## config.mk

```make
export PLATFORM = sky130hd
export DESIGN_NAME = pipeline_data_cache
export DESIGN_NICKNAME = d
export VERILOG_FILES = /design/src/rtl/pipeline_data_cache_pkg.sv /design/src/rtl/pipeline_data_cache_array.sv /design/src/rtl/pipeline_data_cache.sv
export SDC_FILE = /design/constraint.sdc
export NUM_CORES = 1
export LEC_CHECK = 0
export ABC_AREA = 1
export CAP_MARGIN = 30
export CORE_MARGIN = 2
export CORE_UTILIZATION = 34
export CTS_CLUSTER_DIAMETER = 30
export DETAILED_ROUTE_END_ITERATION = 8
export SLEW_MARGIN = 20
export SYNTH_ARGS = -nofsm -noshare
export SYNTH_HDL_FRONTEND = slang
export SYNTH_HIERARCHICAL = 1
export SYNTH_SLANG_ARGS = --single-unit
```

## constraint.sdc

```tcl
create_clock -name clk -period 8.55 [get_ports clk]
set_clock_uncertainty 0.1 [all_clocks]
set_input_delay 0.855 -clock clk [delete_from_list [all_inputs] [get_ports clk]]
set_output_delay 0.855 -clock clk [all_outputs]
set_load 0.02 [all_outputs]
```

## src/rtl/pipeline_data_cache_pkg.sv

```systemverilog
// pipeline_data_cache_pkg
//   Shared constants and types for the MEM-stage data cache:
//   default geometry (word size, line count, words per line), the
//   address-field widths/positions derived from that geometry, and the
//   controller state encoding.
package pipeline_data_cache_pkg;

    localparam int unsigned WORD_SIZE      = 16;
    localparam int unsigned LINES          = 4;
    localparam int unsigned WORDS_PER_LINE = 4;

    // Address layout: {tag, index, offset}
    localparam int unsigned OFFSET_W   = $clog2(WORDS_PER_LINE);
    localparam int unsigned INDEX_W    = $clog2(LINES);
    localparam int unsigned TAG_W      = WORD_SIZE - OFFSET_W - INDEX_W;
    localparam int unsigned OFFSET_LSB = 0;
    localparam int unsigned INDEX_LSB  = OFFSET_W;
    localparam int unsigned TAG_LSB    = OFFSET_W + INDEX_W;
    localparam int unsigned LINE_W     = WORD_SIZE * WORDS_PER_LINE;

    typedef enum logic [1:0] {
        IDLE  = 2'd0,
        FILL  = 2'd1,
        WRITE = 2'd2
    } state_t;

endpackage

```

## src/rtl/pipeline_data_cache_array.sv

```systemverilog
// cache_tag_data_array
//   Valid/tag/data storage for a direct-mapped cache.
//   Ports:
//     clk, reset_n            clock; async active-low clear of valid bits
//     lookup_addr             word address to look up (combinational)
//     lookup_hit, lookup_word hit flag and addressed word of that line
//     fill_en/index/tag/line  whole-line write, marks the line valid
//     write_en/index/offset/data  single-word update of a resident line
module cache_tag_data_array
    import pipeline_data_cache_pkg::*;
#(
    parameter int unsigned WORD_SIZE      = pipeline_data_cache_pkg::WORD_SIZE,
    parameter int unsigned LINES          = pipeline_data_cache_pkg::LINES,
    parameter int unsigned WORDS_PER_LINE = pipeline_data_cache_pkg::WORDS_PER_LINE
) (
    input  logic                                 clk,
    input  logic                                 reset_n,
    input  logic [WORD_SIZE-1:0]                 lookup_addr,
    output logic                                 lookup_hit,
    output logic [WORD_SIZE-1:0]                 lookup_word,
    input  logic                                 fill_en,
    input  logic [$clog2(LINES)-1:0]             fill_index,
    input  logic [WORD_SIZE-$clog2(LINES)-$clog2(WORDS_PER_LINE)-1:0] fill_tag,
    input  logic [WORD_SIZE*WORDS_PER_LINE-1:0]  fill_line,
    input  logic                                 write_en,
    input  logic [$clog2(LINES)-1:0]             write_index,
    input  logic [$clog2(WORDS_PER_LINE)-1:0]    write_offset,
    input  logic [WORD_SIZE-1:0]                 write_data
);

    localparam int unsigned OFF_BITS = $clog2(WORDS_PER_LINE);
    localparam int unsigned IDX_BITS = $clog2(LINES);
    localparam int unsigned TAG_BITS = WORD_SIZE - OFF_BITS - IDX_BITS;
    localparam int unsigned LINE_BITS = WORD_SIZE * WORDS_PER_LINE;

    logic [LINES-1:0]     valid;
    logic [TAG_BITS-1:0]  tags  [LINES];
    logic [LINE_BITS-1:0] lines [LINES];

    logic [OFF_BITS-1:0] lk_off;
    logic [IDX_BITS-1:0] lk_idx;
    logic [TAG_BITS-1:0] lk_tag;

    assign lk_off = lookup_addr[OFF_BITS-1:0];
    assign lk_idx = lookup_addr[OFF_BITS +: IDX_BITS];
    assign lk_tag = lookup_addr[WORD_SIZE-1 -: TAG_BITS];

    always_comb begin
        lookup_hit  = valid[lk_idx] && (tags[lk_idx] == lk_tag);
        lookup_word = lines[lk_idx][lk_off*WORD_SIZE +: WORD_SIZE];
    end

    // Only the valid bits need clearing; tag/data are qualified by them.
    always_ff @(posedge clk or negedge reset_n) begin
        if (!reset_n) begin
            valid <= '0;
        end else if (fill_en) begin
            valid[fill_index] <= 1'b1;
        end
    end

    always_ff @(posedge clk) begin
        if (fill_en) begin
            tags[fill_index]  <= fill_tag;
            lines[fill_index] <= fill_line;
        end else if (write_en) begin
            lines[write_index][write_offset*WORD_SIZE +: WORD_SIZE] <= write_data;
        end
    end

endmodule

```

## src/rtl/pipeline_data_cache.sv

```systemverilog
// pipeline_data_cache
//   Direct-mapped, write-through, no-write-allocate data cache for the
//   MEM stage. Read hits complete combinationally; read misses fill a
//   whole line; every write goes through to memory as one word.
//   Ports:
//     clk, reset_n                      clock, async active-low reset
//     cpu_read/cpu_write/cpu_addr/cpu_wdata  core request (held until ready)
//     cpu_rdata, cpu_ready              read data, completion (stall = !ready)
//     mem_read/mem_write/mem_addr/mem_wdata  line-fill / write-through request
//     mem_rdata, mem_ready              returned line, memory completion
//     hit_count, miss_count             saturating access statistics
module pipeline_data_cache
    import pipeline_data_cache_pkg::*;
#(
    parameter int unsigned WORD_SIZE      = pipeline_data_cache_pkg::WORD_SIZE,
    parameter int unsigned LINES          = pipeline_data_cache_pkg::LINES,
    parameter int unsigned WORDS_PER_LINE = pipeline_data_cache_pkg::WORDS_PER_LINE
) (
    input  logic                                clk,
    input  logic                                reset_n,
    input  logic                                cpu_read,
    input  logic                                cpu_write,
    input  logic [WORD_SIZE-1:0]                cpu_addr,
    input  logic [WORD_SIZE-1:0]                cpu_wdata,
    output logic [WORD_SIZE-1:0]                cpu_rdata,
    output logic                                cpu_ready,
    output logic                                mem_read,
    output logic                                mem_write,
    output logic [WORD_SIZE-1:0]                mem_addr,
    output logic [WORD_SIZE-1:0]                mem_wdata,
    input  logic [WORD_SIZE*WORDS_PER_LINE-1:0] mem_rdata,
    input  logic                                mem_ready,
    output logic [15:0]                         hit_count,
    output logic [15:0]                         miss_count
);

    localparam int unsigned OFF_BITS = $clog2(WORDS_PER_LINE);
    localparam int unsigned IDX_BITS = $clog2(LINES);
    localparam int unsigned TAG_BITS = WORD_SIZE - OFF_BITS - IDX_BITS;

    state_t state, next_state;

    logic [WORD_SIZE-1:0] addr_q;
    logic [WORD_SIZE-1:0] wdata_q;
    logic                 refill_flag;

    logic                 lookup_hit;
    logic [WORD_SIZE-1:0] lookup_word;
    logic                 fill_en;
    logic                 write_en;
    logic                 count_hit;
    logic                 count_miss;
    logic                 latch_req;
    logic                 clear_refill;

    cache_tag_data_array #(
        .WORD_SIZE      (WORD_SIZE),
        .LINES          (LINES),
        .WORDS_PER_LINE (WORDS_PER_LINE)
    ) u_array (
        .clk          (clk),
        .reset_n      (reset_n),
        .lookup_addr  (cpu_addr),
        .lookup_hit   (lookup_hit),
        .lookup_word  (lookup_word),
        .fill_en      (fill_en),
        .fill_index   (addr_q[OFF_BITS +: IDX_BITS]),
        .fill_tag     (addr_q[WORD_SIZE-1 -: TAG_BITS]),
        .fill_line    (mem_rdata),
        .write_en     (write_en),
        .write_index  (cpu_addr[OFF_BITS +: IDX_BITS]),
        .write_offset (cpu_addr[OFF_BITS-1:0]),
        .write_data   (cpu_wdata)
    );

    always_comb begin
        next_state   = state;
        cpu_ready    = 1'b0;
        cpu_rdata    = '0;
        mem_read     = 1'b0;
        mem_write    = 1'b0;
        mem_addr     = '0;
        mem_wdata    = '0;
        fill_en      = 1'b0;
        write_en     = 1'b0;
        count_hit    = 1'b0;
        count_miss   = 1'b0;
        latch_req    = 1'b0;
        clear_refill = 1'b0;
        unique case (state)
            IDLE: begin
                // Write has priority over a simultaneous read.
                if (cpu_write) begin
                    next_state = WRITE;
                    latch_req  = 1'b1;
                    write_en   = lookup_hit;
                    count_hit  = lookup_hit;
                    count_miss = !lookup_hit;
                end else if (cpu_read) begin
                    if (lookup_hit) begin
                        cpu_ready    = 1'b1;
                        cpu_rdata    = lookup_word;
                        // The hit that completes a refilled read was already
                        // counted as a miss.
                        count_hit    = !refill_flag;
                        clear_refill = 1'b1;
                    end else begin
                        next_state = FILL;
                        latch_req  = 1'b1;
                        count_miss = 1'b1;
                    end
                end
            end
            FILL: begin
                mem_read = 1'b1;
                // Full address is latched; the offset is masked here so the
                // same register serves both fill and write-through.
                mem_addr = {addr_q[WORD_SIZE-1:OFF_BITS], {OFF_BITS{1'b0}}};
                if (mem_ready) begin
                    fill_en    = 1'b1;
                    next_state = IDLE;
                end
            end
            WRITE: begin
                mem_write = 1'b1;
                mem_addr  = addr_q;
                mem_wdata = wdata_q;
                cpu_ready = mem_ready;
                if (mem_ready) begin
                    next_state = IDLE;
                end
            end
            default: next_state = IDLE;
        endcase
    end

    always_ff @(posedge clk or negedge reset_n) begin
        if (!reset_n) begin
            state       <= IDLE;
            addr_q      <= '0;
            wdata_q     <= '0;
            refill_flag <= 1'b0;
            hit_count   <= '0;
            miss_count  <= '0;
        end else begin
            state <= next_state;
            if (latch_req) begin
                addr_q  <= cpu_addr;
                wdata_q <= cpu_wdata;
            end
            if (fill_en) begin
                refill_flag <= 1'b1;
            end else if (clear_refill) begin
                refill_flag <= 1'b0;
            end
            if (count_hit && (hit_count != '1)) begin
                hit_count <= hit_count + 16'd1;
            end
            if (count_miss && (miss_count != '1)) begin
                miss_count <= miss_count + 16'd1;
            end
        end
    end

endmodule

```

==> flow_summary.yaml, run 1 <==
critical_path:
  crit_path_max_fanout: 60
  startpoint: "cpu_addr[2]"
  rr_worst_depth: 19
  worstReg2RegStart: "u_array/tags[1][11]"
  crit_arrival_ps: 4680
  r2r_setup_slack_ps: 4510
  path_buf_inv: 4
  start_kind: "primary input"
  critPathMaxStageDelay_ps: 700
  crit_family: "buffers and inverters"
  cpMostUsedCell: "nand2_1"
  crit_cells: 14
  critPathSlowestCell: "clkdlybuf4s50_1"
  required_ps: 7600
  critPathCapture: "cpu_rdata[14]"
  crit_type: "primary input to primary output"
  crit_path_end_kind: "primary output"
  reg2reg_to: "u_array/lines[2][27]"
  path_cells: "buf_4, buf_4, buf_16, nand2_1, nand3_1, nand2_1, nand2_1, nand2_1, nor2_1, nand3_1, nor2_1, nand2_4, nor3b_1, clkdlybuf4s50_1"
clock_tree:
  htreeDepth: 3
  cts_tree: "yes"
  cts_setup_buffers: 0
  clk_pin_slew_ps: 40
  ctsHoldBuffers: 0
  numCtsBuffers: 86
  cts_root_buf: "clkbuf_16"
  clockBufferDepth: 3
  clock_sinks: 375
  clock_latency_ps: 600
  cts_resized: 0
logic_synthesis:
  ys_types: 39
  seq_area_frac_synth_pct: 63.3
  ys_seq_elements: 375
  yosys_warnings: 6
  syn_area_um2: 17200
  syn_avg_cell_area_um2: 10.3
  synth_fp_nets: 1787
  synthCells: 1675
power_and_ir_drop:
  leakagePower_uw: 0.00858
  switching_share_pct: 27.5
  power.total_uw: 6770
  combPwrFrac_pct: 15.9
  p_sw_uw: 1860
  power.internal_uw: 4910
  power.density_nw_per_um2: 297
  pwr-share-clk_pct: 48.7
  irDropWorstVdd_uv: 162
  p_seq_share_pct: 35.4
routing:
  via_per_inst: 5.21
  drc_errors: 0
  wl_per_cell_um: 20.8
  vias: 13705
  detail_route.first_pass.iterations: 5
  postRouteAntennaNets: 0
  wl_um: 54700
  drt-initial-drc-count: 1451
layout:
  multi_input_area_um2: 5530
  seqCellArea_um2: 10900
  finish.utilization_pct: 45.5
  fillerInstances: 4712
  final_layout_size_suffix_gt1_share_pct: 12.1
  antenna_cells: 0
  syn_to_final_growth_pct: 32.2
  nets: 1999
global_routing:
  grt_start_max_net_pins: 96
  overflow: 0
  grt_usage_pct: 20.6
  first_global_vias: 13382
  antenna_found_initial: 4
  grt_pass1_wl_um: 81700
die:
  start_util_pct: 34.4
  rows: 82
  core-area_um2: 50100
  die_w_um: 229
  dieHeight_um: 229
  io_pins: 184
  dieArea_um2: 52500
placement:
  hpwl_um: 35700
  port_buffers: 183
  finalWeightedCongestion: 0.853
sta:
  period_needed_ps: 5640
  tns_ps: 0
  maxSlewViolCount: 0
  fmax_mhz: 177
  finalHoldViolations: 0
  tightest_slew_ps: 1100
  setup_viol: 0
  fin_crit_sh_pct: 65.9
  rsz0062_at_grt: "no"
  whs_ps: 73.9
  max_slew_margin_pct: 26.3
flow_run:
  cap_violations: 0
status:
  status: "complete, no violations"
hold_path:
  hold_path.class: "primary input to asynchronous set/reset pin"
==> routing by layer <==
layer	vias to the layer above	wire, um	global-route usage, %
met5	-	52	0
met4	8	1870	8.66
met3	123	5690	6.45
met2	653	24000	30.3
met1	6617	23100	28.0
li1	6304	-	-
==> cell families after synthesis <==
kind of cell | Yosys count | share of synthesized area [%]
multiplexers | 19 | 1.24
AO/OA/AOI/OAI | 295 | 10.1
flip-flops | 375 | 63.3
buffers and inverters | 186 | 4.84
XOR/XNOR | 12 | 0.610
adder cells (fa/ha/maj) | 11 | 0.799
AND/OR/NAND/NOR | 777 | 19.1
==> synth_stat cells, drive strengths merged <==
library cell | count | area share, %
nand3b | 5 | 0.22
nor2 | 276 | 6.2
buf | 52 | 1.9
ha | 11 | 0.80
xor2 | 6 | 0.30
xnor2 | 6 | 0.30
mux2 | 19 | 1.2
clkbuf | 41 | 0.89
nand2 | 343 | 7.7
or2 | 1 | 0.036
o211ai | 22 | 0.96
o21ai | 150 | 4.4
nand4 | 25 | 0.91
edfxtp | 304 | 53
a21oi | 63 | 2.0
nor3b | 16 | 0.70
dfrtp | 71 | 10
nand3 | 108 | 3.2
clkinv | 1 | 0.022
o22ai | 18 | 0.65
inv | 92 | 2.0
and3 | 1 | 0.036
o221ai | 42 | 2.1
nor3 | 2 | 0.087
==> worst min-delay path by stage <==
stage	cells after the start	end	startpoint	slack, ps
2_1_floorplan	2	u_array/valid[0]	u_array/valid[0]	330
3_3_place_gp	2	u_array/valid[3]	u_array/valid[3]	340
3_5_place_dp	2	u_array/valid[0]	u_array/valid[0]	350
4_1_cts	1	hit_count[6]	reset_n	60
5_1_grt	1	hit_count[6]	reset_n	80
6_report	1	hit_count[6]	reset_n	70
==> registers in the layout, summed over array words and instances, names as in the netlist <==
signal         count
u_array/valid      4
refill_flag        1
u_array/tags      48
wdata_q           16
miss_count        16
state              2
u_array/lines    256
addr_q            16
hit_count         16
==> placed cells by master (no fill, tap or decap), types with 5 or more instances in the layout <==
master | synthesis | layout
nand2_1 | 334 | 333
edfxtp_1 | 304 | 304
nor2_1 | 271 | 262
clkdlybuf4s50_1 | 0 | 179
o21ai_0 | 143 | 142
nand3_1 | 107 | 107
clkbuf_16 | 0 | 89
inv_1 | 85 | 85
dfrtp_1 | 71 | 71
a21oi_1 | 61 | 61
o221ai_1 | 42 | 42
nand4_1 | 25 | 25
o211ai_1 | 22 | 22
buf_4 | 14 | 21
mux2_2 | 19 | 19
o22ai_1 | 18 | 18
nor3b_1 | 16 | 16
clkinv_2 | 0 | 16
nor2_2 | 2 | 11
ha_1 | 11 | 11
bufinv_16 | 0 | 11
clkbuf_1 | 41 | 11
clkinvlp_4 | 0 | 9
clkinv_1 | 1 | 8
inv_2 | 6 | 6
xnor2_1 | 6 | 6
xor2_1 | 6 | 6
buf_6 | 4 | 6
nand2_2 | 5 | 5
nand2_4 | 4 | 5
nand3b_1 | 5 | 5
==> power by group through the flow <==
stage	clock [uW]	combinational (uW)	sequential (uW)
5_1_grt	3430	1170	2420
6_report	3290	1070	2400
3_5_place_dp	0	1070	2420
3_3_place_gp	0	1040	2420
4_1_cts	3340	1080	2400
2_1_floorplan	0	596	2400
==> cell type report <==
| cell class | count | share of cell area, % |
|---|---|---|
| sequential | 375 | 47.9 |
| timing repair buffer | 217 | 9.66 |
| multi-input combinational | 1114 | 24.3 |
| clock buffer | 102 | 10.1 |
| clock inverter | 55 | 2.89 |
| tap | 672 | 3.69 |
| inverter | 93 | 1.54 |
==> per-stage QoR <==
step / area (um2) / std cells / setup WS, ps
after floorplan: 17200 / 1675 / 4380
after global placement: 19600 / 2455 / 2410
after detailed placement: 19800 / 2469 / 2620
after CTS: 22700 / 2626 / 2900
after global routing: 22800 / 2628 / 2630
final: 22800 / 2628 / 2910
Note: power is estimated with default switching activity, not from simulation.
==> inputs of run 2 (changes only) <==
clock period = 5.55 ns   (was 8.55 ns; I/O delays follow)
==> run 2 against run 1 <==
Hold slack improved by 230 ps; die area did not move; utilization fell by 0.69 points; flip-flop and latch count did not move; via count fell by 1.6%; global-route usage fell by 0.61 points; setup slack got worse by 2000 ps; sequential power rose by 54%; first-iteration DRC count fell by 26%; clock power rose by 41%; non-clock buffer count rose by 4; largest power group unchanged.
==> flow_summary.yaml, run 2 (synthesis gave the netlist of run 1 again) <==
status:
  status: "complete, no violations"
critical_path:
  crit_arrival_ps: 3970
  critPathMaxStageDelay_ps: 650
  reg2reg_to: "u_array/lines[2][62]"
  start_kind: "primary input"
  crit_type: "primary input to primary output"
  path_buf_inv: 4
  path_cells: "buf_4, buf_4, buf_4, o21ai_0, o22ai_1, o211ai_1, nand2_1, nor3b_1, clkdlybuf4s50_1"
  cpMostUsedCell: "buf_4"
  crit_family: "buffers and inverters"
  critPathSlowestCell: "buf_4"
  r2r_setup_slack_ps: 1570
  crit_path_end_kind: "primary output"
  required_ps: 4890
  rr_worst_depth: 20
  crit_path_max_fanout: 64
  worstReg2RegStart: "u_array/tags[3][11]"
sta:
  fin_crit_sh_pct: 83.4
  rsz0062_at_grt: "no"
  timing.final.ws_setup_ps: 923
  tightest_slew_ps: 989
  max_slew_margin_pct: 33.8
  finalHoldViolations: 0
  fmax_mhz: 216
  period_needed_ps: 4630
  tns_ps: 0
  maxSlewViolCount: 0
  setup_viol: 0
clock_tree:
  cts_tree: "yes"
  ctsHoldBuffers: 0
  htreeDepth: 3
  clock_latency_ps: 600
  clockBufferDepth: 3
  cts_resized: 0
  numCtsBuffers: 79
  cts_setup_buffers: 0
  clk_pin_slew_ps: 40
  clock_sinks: 375
  cts_root_buf: "clkbuf_16"
placement:
  hpwl_um: 35100
  finalWeightedCongestion: 0.850
  port_buffers: 183
  place_inst: 2472
  place_ws_ps: 490
routing:
  drc_errors: 0
  vias: 13483
  wl_um: 53000
  wl_per_cell_um: 20.2
  detail_route.first_pass.iterations: 5
  postRouteAntennaNets: 0
  drt-initial-drc-count: 1077
  via_per_inst: 5.14
layout:
  final_cell_count_no_fill: 2624
  mostFrequentLayoutCells: "nand2_1 (333), edfxtp_1 (304), nor2_1 (271), clkdlybuf4s50_1 (179), o21ai_0 (142)"
  final_layout_size_suffix_gt1_share_pct: 11.3
  final_common_cell: "nand2_1"
  seqCellArea_um2: 10900
  finish.utilization_pct: 44.8
  nets: 1996
  reg_top3: "u_array/lines: 256 flops, u_array/tags: 48 flops"
  syn_to_final_growth_pct: 30.2
  fillerInstances: 4747
  regMostFlops: "u_array/lines"
  multi_input_area_um2: 5500
  largest_reg_flops: 256
global_routing:
  antenna_found_initial: 4
  overflow: 0
  grt_usage_pct: 19.9
  grt_start_max_net_pins: 85
  grt_pass1_wl_um: 79400
  first_global_vias: 13329
die:
  die_w_um: 229
  core-area_um2: 50100
  start_util_pct: 34.4
  rows: 82
  io_pins: 184
  dieHeight_um: 229
  dieArea_um2: 52500
power_and_ir_drop:
  power.total_uw: 9960
  irDropWorstVdd_uv: 309
  leakagePower_uw: 0.00843
  power.density_nw_per_um2: 444
flow_run:
  cap_violations: 0
hold_path:
  hold_path.class: "primary input to asynchronous set/reset pin"
==> run 2: cell types whose count changed in the layout (fill, tap and decap cells not counted), moves of 3 or more <==
| cell | before | now |
|---|---|---|
| buf_8 | 4 | 1 |
| diode_2 | 0 | 3 |
| clkinv_2 | 16 | 12 |
| bufinv_16 | 11 | 8 |
| buf_6 | 6 | 0 |
| buf_4 | 21 | 36 |
| nor2_1 | 262 | 271 |
| clkinv_1 | 8 | 5 |
| inv_6 | 3 | 8 |
| nor2_2 | 11 | 2 |
| buf_16 | 4 | 1 |
| clkbuf_16 | 89 | 81 |
==> run 2: metrics by stage <==
| stage | hold slack [ps] | cell area, um2 |
|---|---|---|
| 2_1_floorplan | 159 | 17200 |
| 3_3_place_gp | 348 | 19700 |
| 6_report | 304 | 22400 |
| 3_5_place_dp | 350 | 19700 |
| 4_1_cts | 39.2 | 22400 |
| 5_1_grt | 312 | 22400 |
==> run 2: worst max path at each step <==
stage / startpoint / endpoint / slack (ps) / cells past startpoint
after CTS: cpu_addr[2] / cpu_rdata[4] / 990 / 9
final: cpu_addr[2] / cpu_rdata[4] / 920 / 9
after global placement: cpu_addr[3] / u_array/lines[0][34] / 610 / 21
after floorplan: cpu_addr[2] / u_array/lines[2][0] / 1680 / 21
after global routing: cpu_addr[2] / cpu_rdata[4] / 670 / 9
after detailed placement: cpu_addr[3] / u_array/lines[0][34] / 490 / 21
==> run 2: report_power, final <==
part	internal (uW)	leakage, uW	switching (uW)
registers	3500	0.00361	192
clock network	3110	0.00129	1540
logic	582	0.00353	1030
total	7200	0.00843	2760
==> run 2: final cells by class <==
cell class / instances / share of cell area (%)
Clock inverter: 48 / 2.47
Timing Repair Buffer: 221 / 9.56
Tap cell: 672 / 3.75
Inverter: 93 / 1.57
Sequential cell: 375 / 48.6
Multi-Input combinational cell: 1114 / 24.5
Antenna cell: 3 / 0.0335
Clock buffer: 98 / 9.50
==> run 2: per-layer routing <==
layer	global-route usage, %	wire length [um]
met4	9.84	2360
met1	25.5	21700
met2	30.2	23400
met3	6.82	5480
met5	0	11
